$ cat config.mk
export PLATFORM = sky130hd
export DESIGN_NAME = div_iter_flat
export DESIGN_NICKNAME = d
export VERILOG_FILES = /design/src/rtl/div_iter_pkg.sv /design/src/rtl/div_iter_if.sv /design/src/rtl/div_iter.sv /design/src/flat_wrapper.sv
export SDC_FILE = /design/constraint.sdc
export NUM_CORES = 1
export LEC_CHECK = 0
export ABC_CLOCK_PERIOD_IN_PS = 11800
export BUFFER_PORTS_ARGS = -buffer_cell sky130_fd_sc_hd__buf_2
export CORE_AREA = 2 2 180 164
export CTS_CLUSTER_SIZE = 40
export DETAILED_ROUTE_END_ITERATION = 6
export DIE_AREA = 0 0 182 166
export GPL_TIMING_DRIVEN = 1
export PLACE_DENSITY = 0.71
export SYNTH_ARGS = -nofsm -noshare
export SYNTH_HDL_FRONTEND = slang
export SYNTH_SLANG_ARGS = --single-unit
export TNS_END_PERCENT = 5
$ cat constraint.sdc
create_clock -name clk -period 11.8 [get_ports clk]
set_input_delay 2.36 -clock clk [delete_from_list [all_inputs] [get_ports clk]]
set_output_delay 2.36 -clock clk [all_outputs]
set_load 0.02 [all_outputs]
$ cat src/rtl/div_iter_pkg.sv
// Shared constants for the iterative divider: FSM state codes and handshake levels.
package div_iter_pkg;

  localparam int DIV_WIDTH = 32;

  typedef enum logic [1:0] {
    DivFree   = 2'b00,
    DivByZero = 2'b01,
    DivOn     = 2'b10,
    DivEnd    = 2'b11
  } div_state_e;

  localparam logic DivResultReady    = 1'b1;
  localparam logic DivResultNotReady = 1'b0;
  localparam logic DivStart          = 1'b1;
  localparam logic DivStop           = 1'b0;

endpackage

$ cat src/rtl/div_iter_if.sv
// EX <-> divider handshake: EX is the master, the divider is the slave.
interface div_iter_if #(
  parameter int WIDTH = div_iter_pkg::DIV_WIDTH
);

  logic               signed_div_i;
  logic [WIDTH-1:0]   opdata1_i;
  logic [WIDTH-1:0]   opdata2_i;
  logic               start_i;
  logic               annul_i;
  logic [2*WIDTH-1:0] result_o;
  logic               ready_o;

  modport master (
    output signed_div_i, opdata1_i, opdata2_i, start_i, annul_i,
    input  result_o, ready_o
  );

  modport slave (
    input  signed_div_i, opdata1_i, opdata2_i, start_i, annul_i,
    output result_o, ready_o
  );

endinterface

$ cat src/rtl/div_iter.sv
// Radix-2 restoring divider for DIV/DIVU: one quotient bit per cycle on operand
// magnitudes, signs restored on the final step. Returns {remainder, quotient}.
module div_iter
  import div_iter_pkg::*;
#(
  parameter int WIDTH = DIV_WIDTH
) (
  input  logic      clk,
  input  logic      rst,
  div_iter_if.slave bus
);

  localparam int CNT_W = $clog2(WIDTH) + 1;

  function automatic logic [WIDTH-1:0] cond_neg(input logic [WIDTH-1:0] val, input logic en);
    cond_neg = en ? (~val + {{(WIDTH-1){1'b0}}, 1'b1}) : val;
  endfunction

  div_state_e         state_q;
  logic [CNT_W-1:0]   cnt_q;
  logic [WIDTH-1:0]   dividend_q;
  logic [WIDTH-1:0]   divisor_q;
  logic [WIDTH-1:0]   rem_q;
  logic [WIDTH-1:0]   quot_q;
  logic               signed_q;
  logic               sign1_q;
  logic               sign2_q;
  logic [2*WIDTH-1:0] result_q;
  logic               ready_q;

  // The partial remainder keeps one extra bit so divisors with the msb set cannot overflow it.
  logic [WIDTH:0]     partial_d;
  logic [WIDTH:0]     diff_d;
  logic               q_bit_d;
  logic [WIDTH-1:0]   rem_d;
  logic [WIDTH-1:0]   quot_d;
  logic [WIDTH-1:0]   rem_fix_d;
  logic [WIDTH-1:0]   quot_fix_d;

  assign partial_d  = {rem_q, dividend_q[WIDTH-1]};
  assign diff_d     = partial_d - {1'b0, divisor_q};
  assign q_bit_d    = ~diff_d[WIDTH];
  assign rem_d      = q_bit_d ? diff_d[WIDTH-1:0] : partial_d[WIDTH-1:0];
  assign quot_d     = {quot_q[WIDTH-2:0], q_bit_d};
  // Remainder follows the dividend's sign; quotient is negative when the signs differ.
  assign quot_fix_d = cond_neg(quot_d, signed_q & (sign1_q ^ sign2_q));
  assign rem_fix_d  = cond_neg(rem_d, signed_q & sign1_q);

  assign bus.result_o = result_q;
  assign bus.ready_o  = ready_q;

  // Divider FSM: operand capture, iteration, sign fix-up and registered result.
  always_ff @(posedge clk or posedge rst) begin
    if (rst) begin
      state_q    <= DivFree;
      cnt_q      <= {CNT_W{1'b0}};
      dividend_q <= {WIDTH{1'b0}};
      divisor_q  <= {WIDTH{1'b0}};
      rem_q      <= {WIDTH{1'b0}};
      quot_q     <= {WIDTH{1'b0}};
      signed_q   <= 1'b0;
      sign1_q    <= 1'b0;
      sign2_q    <= 1'b0;
      result_q   <= {(2*WIDTH){1'b0}};
      ready_q    <= DivResultNotReady;
    end else begin
      case (state_q)
        DivFree: begin
          ready_q  <= DivResultNotReady;
          result_q <= {(2*WIDTH){1'b0}};
          if (bus.start_i == DivStart && bus.annul_i == 1'b0) begin
            if (bus.opdata2_i == {WIDTH{1'b0}}) begin
              state_q <= DivByZero;
            end else begin
              dividend_q <= cond_neg(bus.opdata1_i, bus.signed_div_i & bus.opdata1_i[WIDTH-1]);
              divisor_q  <= cond_neg(bus.opdata2_i, bus.signed_div_i & bus.opdata2_i[WIDTH-1]);
              signed_q   <= bus.signed_div_i;
              sign1_q    <= bus.opdata1_i[WIDTH-1];
              sign2_q    <= bus.opdata2_i[WIDTH-1];
              rem_q      <= {WIDTH{1'b0}};
              quot_q     <= {WIDTH{1'b0}};
              cnt_q      <= {CNT_W{1'b0}};
              state_q    <= DivOn;
            end
          end else begin
            state_q <= DivFree;
          end
        end
        DivByZero: begin
          result_q <= {(2*WIDTH){1'b0}};
          ready_q  <= DivResultReady;
          state_q  <= DivEnd;
        end
        DivOn: begin
          if (bus.annul_i == 1'b1) begin
            ready_q  <= DivResultNotReady;
            result_q <= {(2*WIDTH){1'b0}};
            state_q  <= DivFree;
          end else begin
            rem_q      <= rem_d;
            quot_q     <= quot_d;
            dividend_q <= {dividend_q[WIDTH-2:0], 1'b0};
            cnt_q      <= cnt_q + {{(CNT_W-1){1'b0}}, 1'b1};
            if (cnt_q == CNT_W'(WIDTH - 1)) begin
              result_q <= {rem_fix_d, quot_fix_d};
              ready_q  <= DivResultReady;
              state_q  <= DivEnd;
            end else begin
              state_q <= DivOn;
            end
          end
        end
        DivEnd: begin
          ready_q  <= DivResultNotReady;
          result_q <= {(2*WIDTH){1'b0}};
          state_q  <= DivFree;
        end
        default: begin
          ready_q  <= DivResultNotReady;
          result_q <= {(2*WIDTH){1'b0}};
          state_q  <= DivFree;
        end
      endcase
    end
  end

endmodule

$ cat src/flat_wrapper.sv
// flat-port wrapper written by rule: the top's interface ports become plain ports
module div_iter_flat import div_iter_pkg::*;
#(
  parameter int WIDTH = DIV_WIDTH
)
  (clk, rst, bus_signed_div_i, bus_opdata1_i, bus_opdata2_i, bus_start_i, bus_annul_i, bus_result_o, bus_ready_o);
  div_iter_if #(.WIDTH(WIDTH)) bus_i ();
  input  logic clk;
  input  logic rst;
  input wire logic [$bits(bus_i.signed_div_i)-1:0] bus_signed_div_i;
  input wire logic [$bits(bus_i.opdata1_i)-1:0] bus_opdata1_i;
  input wire logic [$bits(bus_i.opdata2_i)-1:0] bus_opdata2_i;
  input wire logic [$bits(bus_i.start_i)-1:0] bus_start_i;
  input wire logic [$bits(bus_i.annul_i)-1:0] bus_annul_i;
  output wire logic [$bits(bus_i.result_o)-1:0] bus_result_o;
  output wire logic [$bits(bus_i.ready_o)-1:0] bus_ready_o;
  assign bus_i.signed_div_i = bus_signed_div_i;
  assign bus_i.opdata1_i = bus_opdata1_i;
  assign bus_i.opdata2_i = bus_opdata2_i;
  assign bus_i.start_i = bus_start_i;
  assign bus_i.annul_i = bus_annul_i;
  assign bus_result_o = bus_i.result_o;
  assign bus_ready_o = bus_i.ready_o;
  div_iter #(.WIDTH(WIDTH)) u_core (.clk(clk), .rst(rst), .bus(bus_i));
endmodule
Yosys cells after proc, flatten, opt, wreduce, memory -nomap -nowiden:

Index checks and enable logic that the tools add are counted.

* memory bits (read-only): 0
* register bits after elaboration: 203
* RAM bits: 0
* memories: 0
* word-level logic and storage cells: 75
* input port bits: 69
* latch bits: 0

* $mul: 0
* add/sub/neg operators: 6
* $lt $le $gt $ge: 0
* div/mod/pow operators: 0
* multiplexer cells: 30
* eq/ne operators: 8
* bitwise gates (word level): 12
* shifts and indexed selects: 0
* reductions and logical operators: 8

Operators with widths (count)
* 2-to-1 mux 32 bit: 11
* adder 32 x 1 -> 32 bit (second input constant): 4
* 2-to-1 mux 64 bit: 2
* NOT 32 bit: 4
* case mux 32 bit (2 select lines): 2
* case mux 64 bit (2 select lines): 1
* case mux 31 bit (2 select lines): 1
* subtractor 33 x 32 -> 33 bit: 1
* logical NOT 32 bit: 1
* 2-to-1 mux 31 bit: 1
* 2-to-1 mux 6 bit: 3
* case mux 6 bit (2 select lines): 1
* case mux 2 bit (4 select lines): 1
* adder 6 x 1 -> 6 bit (second input constant): 1
* equality test 6 x 5 -> 1 bit (second input constant): 1
* 2-to-1 mux 2 bit: 3
* bitwise AND 1 bit: 4
* equality test 2 bit (second input constant): 2
* inequality test 2 bit (second input constant): 2
* AND reduction 4 bit: 1
* 2-to-1 mux 1 bit: 3
* inequality test 3 x 2 -> 1 bit (second input constant): 1
* NOT 1 bit: 3
* case mux 1 bit (3 select lines): 1
* other kinds (9): 9

Logic depth before layout (Yosys ltp):

* word-level depth: 8
* depth in mapped cells: 26

Least setup slack after synthesis:

OpenSTA, ideal clock, no wires.

* kind: input to register
* start point: input port bus_opdata2_i[9]
* end point: register u_core.dividend_q[10]
* setup time: 126 ps
* arrival: 5251 ps
* slack: 6423 ps
* buffers on the path: 2
* stages: 12
* cells stage by stage: or4_1 nor3_1 nand2_1 nor4_2 nand3b_1 or4_1 nor3_1 or4_1 clkbuf_1 buf_2 nor2_1 a221o_1

* longest elaborated chain between the ends: 3

Ends and longest elaborated chain
* from (decl): RTL line flat_wrapper.sv:12 `input wire logic [$bits(bus_i.opdata2_i)-1:0] bus_opdata2_i;`
* logical NOT 32 bit: RTL line div_iter.sv:72 `if (bus.opdata2_i == {WIDTH{1'b0}}) begin`
* inequality test 2 bit (no line)
* AND reduction 4 bit (no line)
* to (signal assigned): RTL line div_iter.sv:57 `dividend_q <= {WIDTH{1'b0}};`
* to (signal assigned): RTL line div_iter.sv:75 `dividend_q <= cond_neg(bus.opdata1_i, bus.signed_div_i & bus.opdata1_i[WIDTH-1]);`
* to (signal assigned): RTL line div_iter.sv:102 `dividend_q <= {dividend_q[WIDTH-2:0], 1'b0};`
* to (decl): RTL line div_iter.sv:21 `logic [WIDTH-1:0] dividend_q;`

No other way between the ends.
A chain may end at the register's enable or synchronous reset.

Final worst setup path:

* start point: input port bus_opdata2_i[9]
* end point: register u_core.dividend_q[2]

The elaborated chain is that of the path after synthesis.

==> insert_results.sql <==
INSERT INTO impl_metrics (metric_group, metric, value, unit) VALUES
('pwr', 'power.density_cell_area', '242.9', 'mW/mm²'),
('clocking', 'post_cts.resized_instances', '0', ''),
('clocking', 'cts_sinks', '203', ''),
('synthesis', 'post_synth_edffs', '0', ''),
('sta', 'finalHoldViolations', '0', ''),
('synthesis', 'netlist-cell-type-count', '88', ''),
('route', 'drtIter0Drc', '1094', ''),
('route', 'remaining_drc_errors', '0', ''),
('floorplan', 'io_count', '134', ''),
('setup_path', 'r2r-start', 'u_core.rem_q[17]$_DFFE_PP0P_', ''),
('synthesis', 'syn_inst', '1619', ''),
('synthesis', 'yosysWarningCount', '0', ''),
('global_routing', 'wire_length_of_the_first_global_routing_pass', '60230', 'µm'),
('global_routing', 'vias_in_the_first_global_route', '11340', ''),
('route', 'drt_pre_antenna_iters', '7', ''),
('setup_path', 'crit_fanout', '39', ''),
('setup_path', 'timing.critical_path.cells', 'buf_2 > or4_1 > nor3_1 > nand2_1 > nor4_2 > nand3b_1 > or4_1 > nor3_1 > or4_2 > buf_4 > nor2_1 > a221o_1', ''),
('placement', 'gp_congestion', '0.9101', ''),
('run_status', 'status', 'complete, no violations', ''),
('route', 'routed_wirelength', '36930', 'µm'),
('cells_and_area', 'nFillCells', '2700', ''),
('sta', 'slew-limit-headroom', '0.1416', ''),
('synthesis', 'cell_area_after_technology_mapping', '0.01342', 'mm²'),
('synthesis', 'syn_nets', '1726', ''),
('clocking', 'postCtsSetupRepairBufs', '0', ''),
('route', 'avgRoutedWirePerCell', '17.77', 'µm'),
('sta', 'finClkSkew', '0.01877', 'ns'),
('clocking', 'clockBufferDepth', '3', ''),
('placement', 'dp_hpwl', '26590', 'µm'),
('route', 'route.detailed.vias_per_inst', '5.896', ''),
('cells_and_area', 'synthToLayoutAreaGrowth', '12.58', '%'),
('clocking', 'clk-insertion-delay-late', '0.54', 'ns'),
('cells_and_area', 'multi_input_comb_area', '0.007785', 'mm²'),
('cells_and_area', 'share_of_final_layout_standard_cells_stronger_than_drive_strength_1', '0.1343', ''),
('cells_and_area', 'num_antenna_cells', '0', ''),
('floorplan', 'die_area', '0.03021', 'mm²'),
('cells_and_area', 'final_common_cell', 'nand2_1', ''),
('floorplan', 'core', '0.02849', 'mm²'),
('sta', 'fin_crit', '6.403', 'ns'),
('floorplan', 'fp-row-count', '59', ''),
('global_routing', 'grt.overflow.total', '0', ''),
('floorplan', 'initial_utilization', '0.4709', ''),
('clocking', 'ctsHoldBuffers', '0', ''),
('pwr', 'leakagePower', '6.596', 'nW'),
('clocking', 'cts_htree_levels', '1', ''),
('global_routing', 'grt_antenna_before_repair', '0', ''),
('setup_path', 'crit_start', 'bus_opdata2_i[9]', ''),
('synthesis', 'seq_area_frac_synth', '0.3786', ''),
('setup_path', 'worst_ep_required_time', '12.21', 'ns'),
('setup_path', 'cp-end-kind', 'flip-flop', ''),
('floorplan', 'die_h', '166', 'µm'),
('min_path', 'worst_hold_startpoint', 'u_core.divisor_q[31]$_DFFE_PP0P_', ''),
('sta', 'final.period_utilization', '0.5427', ''),
('sta', 'totalNegativeSetupSlack', '0', 'ns'),
('cells_and_area', 'highest_count_cells_in_the_layout_ignoring_fill_and_taps', 'nand2_1 (220), dfrtp_1 (203), o21ai_0 (156), nor2_1 (152), buf_2 (133)', ''),
('synthesis', 'ys_async_sr_fraction', '1.000', ''),
('cells_and_area', 'final_net_count', '1802', ''),
('setup_path', 'critical-path-slowest-cell', 'or4_2', ''),
('cells_and_area', 'final-seq-area', '0.005080', 'mm²'),
('synthesis', 'ys_seq_elements', '203', ''),
('global_routing', 'grt_start_max_net_pins', '121', ''),
('global_routing', 'globalRouteTotalUtil', '0.2418', ''),
('clocking', 'clkSlewWorstSetupHoldPaths', '0.06', 'ns'),
('clocking', 'clk_root_buffer_cell', 'clkbuf_16', ''),
('sta', 'drv_slew', '0', ''),
('pwr', 'peak_supply_drop', '0.1518', 'mV'),
('floorplan', 'die_width', '182', 'µm'),
('setup_path', 'crit_path_start_kind', 'input port', ''),
('sta', 'fmaxAchievable', '156.2', 'MHz'),
('setup_path', 'data_arrival_time_of_the_critical_path', '6.81', 'ns'),
('clocking', 'tritoncts.num_buffers', '24', '');
-- through the flow --
stage	cells	total power, W	area (µm²)	worst slack (ns)	util
finish	2079	0.003670	15110	5.397	0.5301
global placement	2035	0.002836	14290	4.981	0.5013
detailed placement	2035	0.002867	14290	4.893	0.5013
global route	2079	0.003924	15110	5.045	0.5301
floorplan	1619	0.002377	13420	3.901	-
CTS	2079	0.003649	15110	5.465	0.5301
-- registers in the layout (all words and copies together) (netlist names) --
signal               count
u_core.bus.ready_o       1
u_core.bus.result_o     64
u_core.signed_q          1
u_core.state_q           2
u_core.sign1_q           1
u_core.dividend_q       32
u_core.divisor_q        32
u_core.cnt_q             6
u_core.quot_q           31
u_core.sign2_q           1
u_core.rem_q            32
-- worst max-delay path, delay by kind of cell --
family | cells | cell delay (ns)
AND/OR/NAND/NOR | 9 | 3.49
AO/OA/AOI/OAI | 1 | 0.27
buffers and inverters | 2 | 0.65
-- area by class of cell --
| cell class | count | share of cell area |
|---|---|---|
| clock inverter | 13 | 0.01019 |
| multi-input combinational | 1269 | 0.5154 |
| timing repair buffer | 146 | 0.05053 |
| inverter | 51 | 0.01317 |
| tap | 366 | 0.03032 |
| clock buffer | 31 | 0.04415 |
| sequential | 203 | 0.3363 |
-- cell families (layout without fill, tap and decap cells) --
| family | count (synthesis) | in the layout | share of synthesized area |
|---|---|---|---|
| simple gates | 615 | 615 | 0.2152 |
| compound gates | 458 | 458 | 0.2211 |
| buf+inv | 147 | 241 | 0.04317 |
| xor+xnor | 131 | 131 | 0.08551 |
| flops | 203 | 203 | 0.3786 |
| fa+ha+maj | 38 | 38 | 0.03599 |
| mux | 27 | 27 | 0.02042 |
-- routing by layer --
| layer | wire (µm) | vias up | GRT usage |
|---|---|---|---|
| met5 | 0 | - | 0 |
| met2 | 16150 | 389 | 0.3691 |
| li1 | - | 5973 | - |
| met3 | 2392 | 66 | 0.04539 |
| met4 | 1157 | 0 | 0.07889 |
| met1 | 17240 | 5830 | 0.3473 |
-- cells in the mapped netlist, types with 12 or more instances --
cell	n	area (µm²)
nor3_1	35	175.2
mux2i_1	24	240.2
o41ai_1	13	113.9
xnor2_1	69	604.3
ha_1	37	462.9
a31oi_1	18	112.6
or3_1	19	118.9
or4_1	17	127.6
a21oi_1	108	540.5
clkbuf_1	74	277.8
nor2_1	153	574.3
o31ai_1	17	127.6
nand2_1	220	825.8
dfrtp_1	203	5080
o21ai_0	156	780.8
inv_1	50	187.7
nor4_1	16	100.1
nand4_1	12	75.07
nand3_1	67	335.3
a221o_1	27	270.3
and2_1	14	87.58
a211oi_1	33	247.7
xor2_1	62	543.0
-- final timing paths --
check,to,slack [ns],cells after the start
worst max-delay path,u_core.dividend_q[2]$_DFFE_PP0P_,5.40,12
worst min-delay path,u_core.divisor_q[31]$_DFFE_PP0P_,0.48,2
worst max register to register,u_core.bus.result_o[54]$_DFFE_PP0P_,5.48,20
worst min register to register,u_core.divisor_q[31]$_DFFE_PP0P_,0.48,2
max in group asynchronous,u_core.quot_q[19]$_DFFE_PP0P_,8.19,3
min in group asynchronous,u_core.bus.result_o[39]$_DFFE_PP0P_,2.00,2
-- where the power goes --
group          internal (W)  switching [W]
clock network      0.000464       0.000304
logic              0.000729        0.00126
registers          0.000800       0.000112
total               0.00199        0.00168
Power figures use the tool's default switching activity.
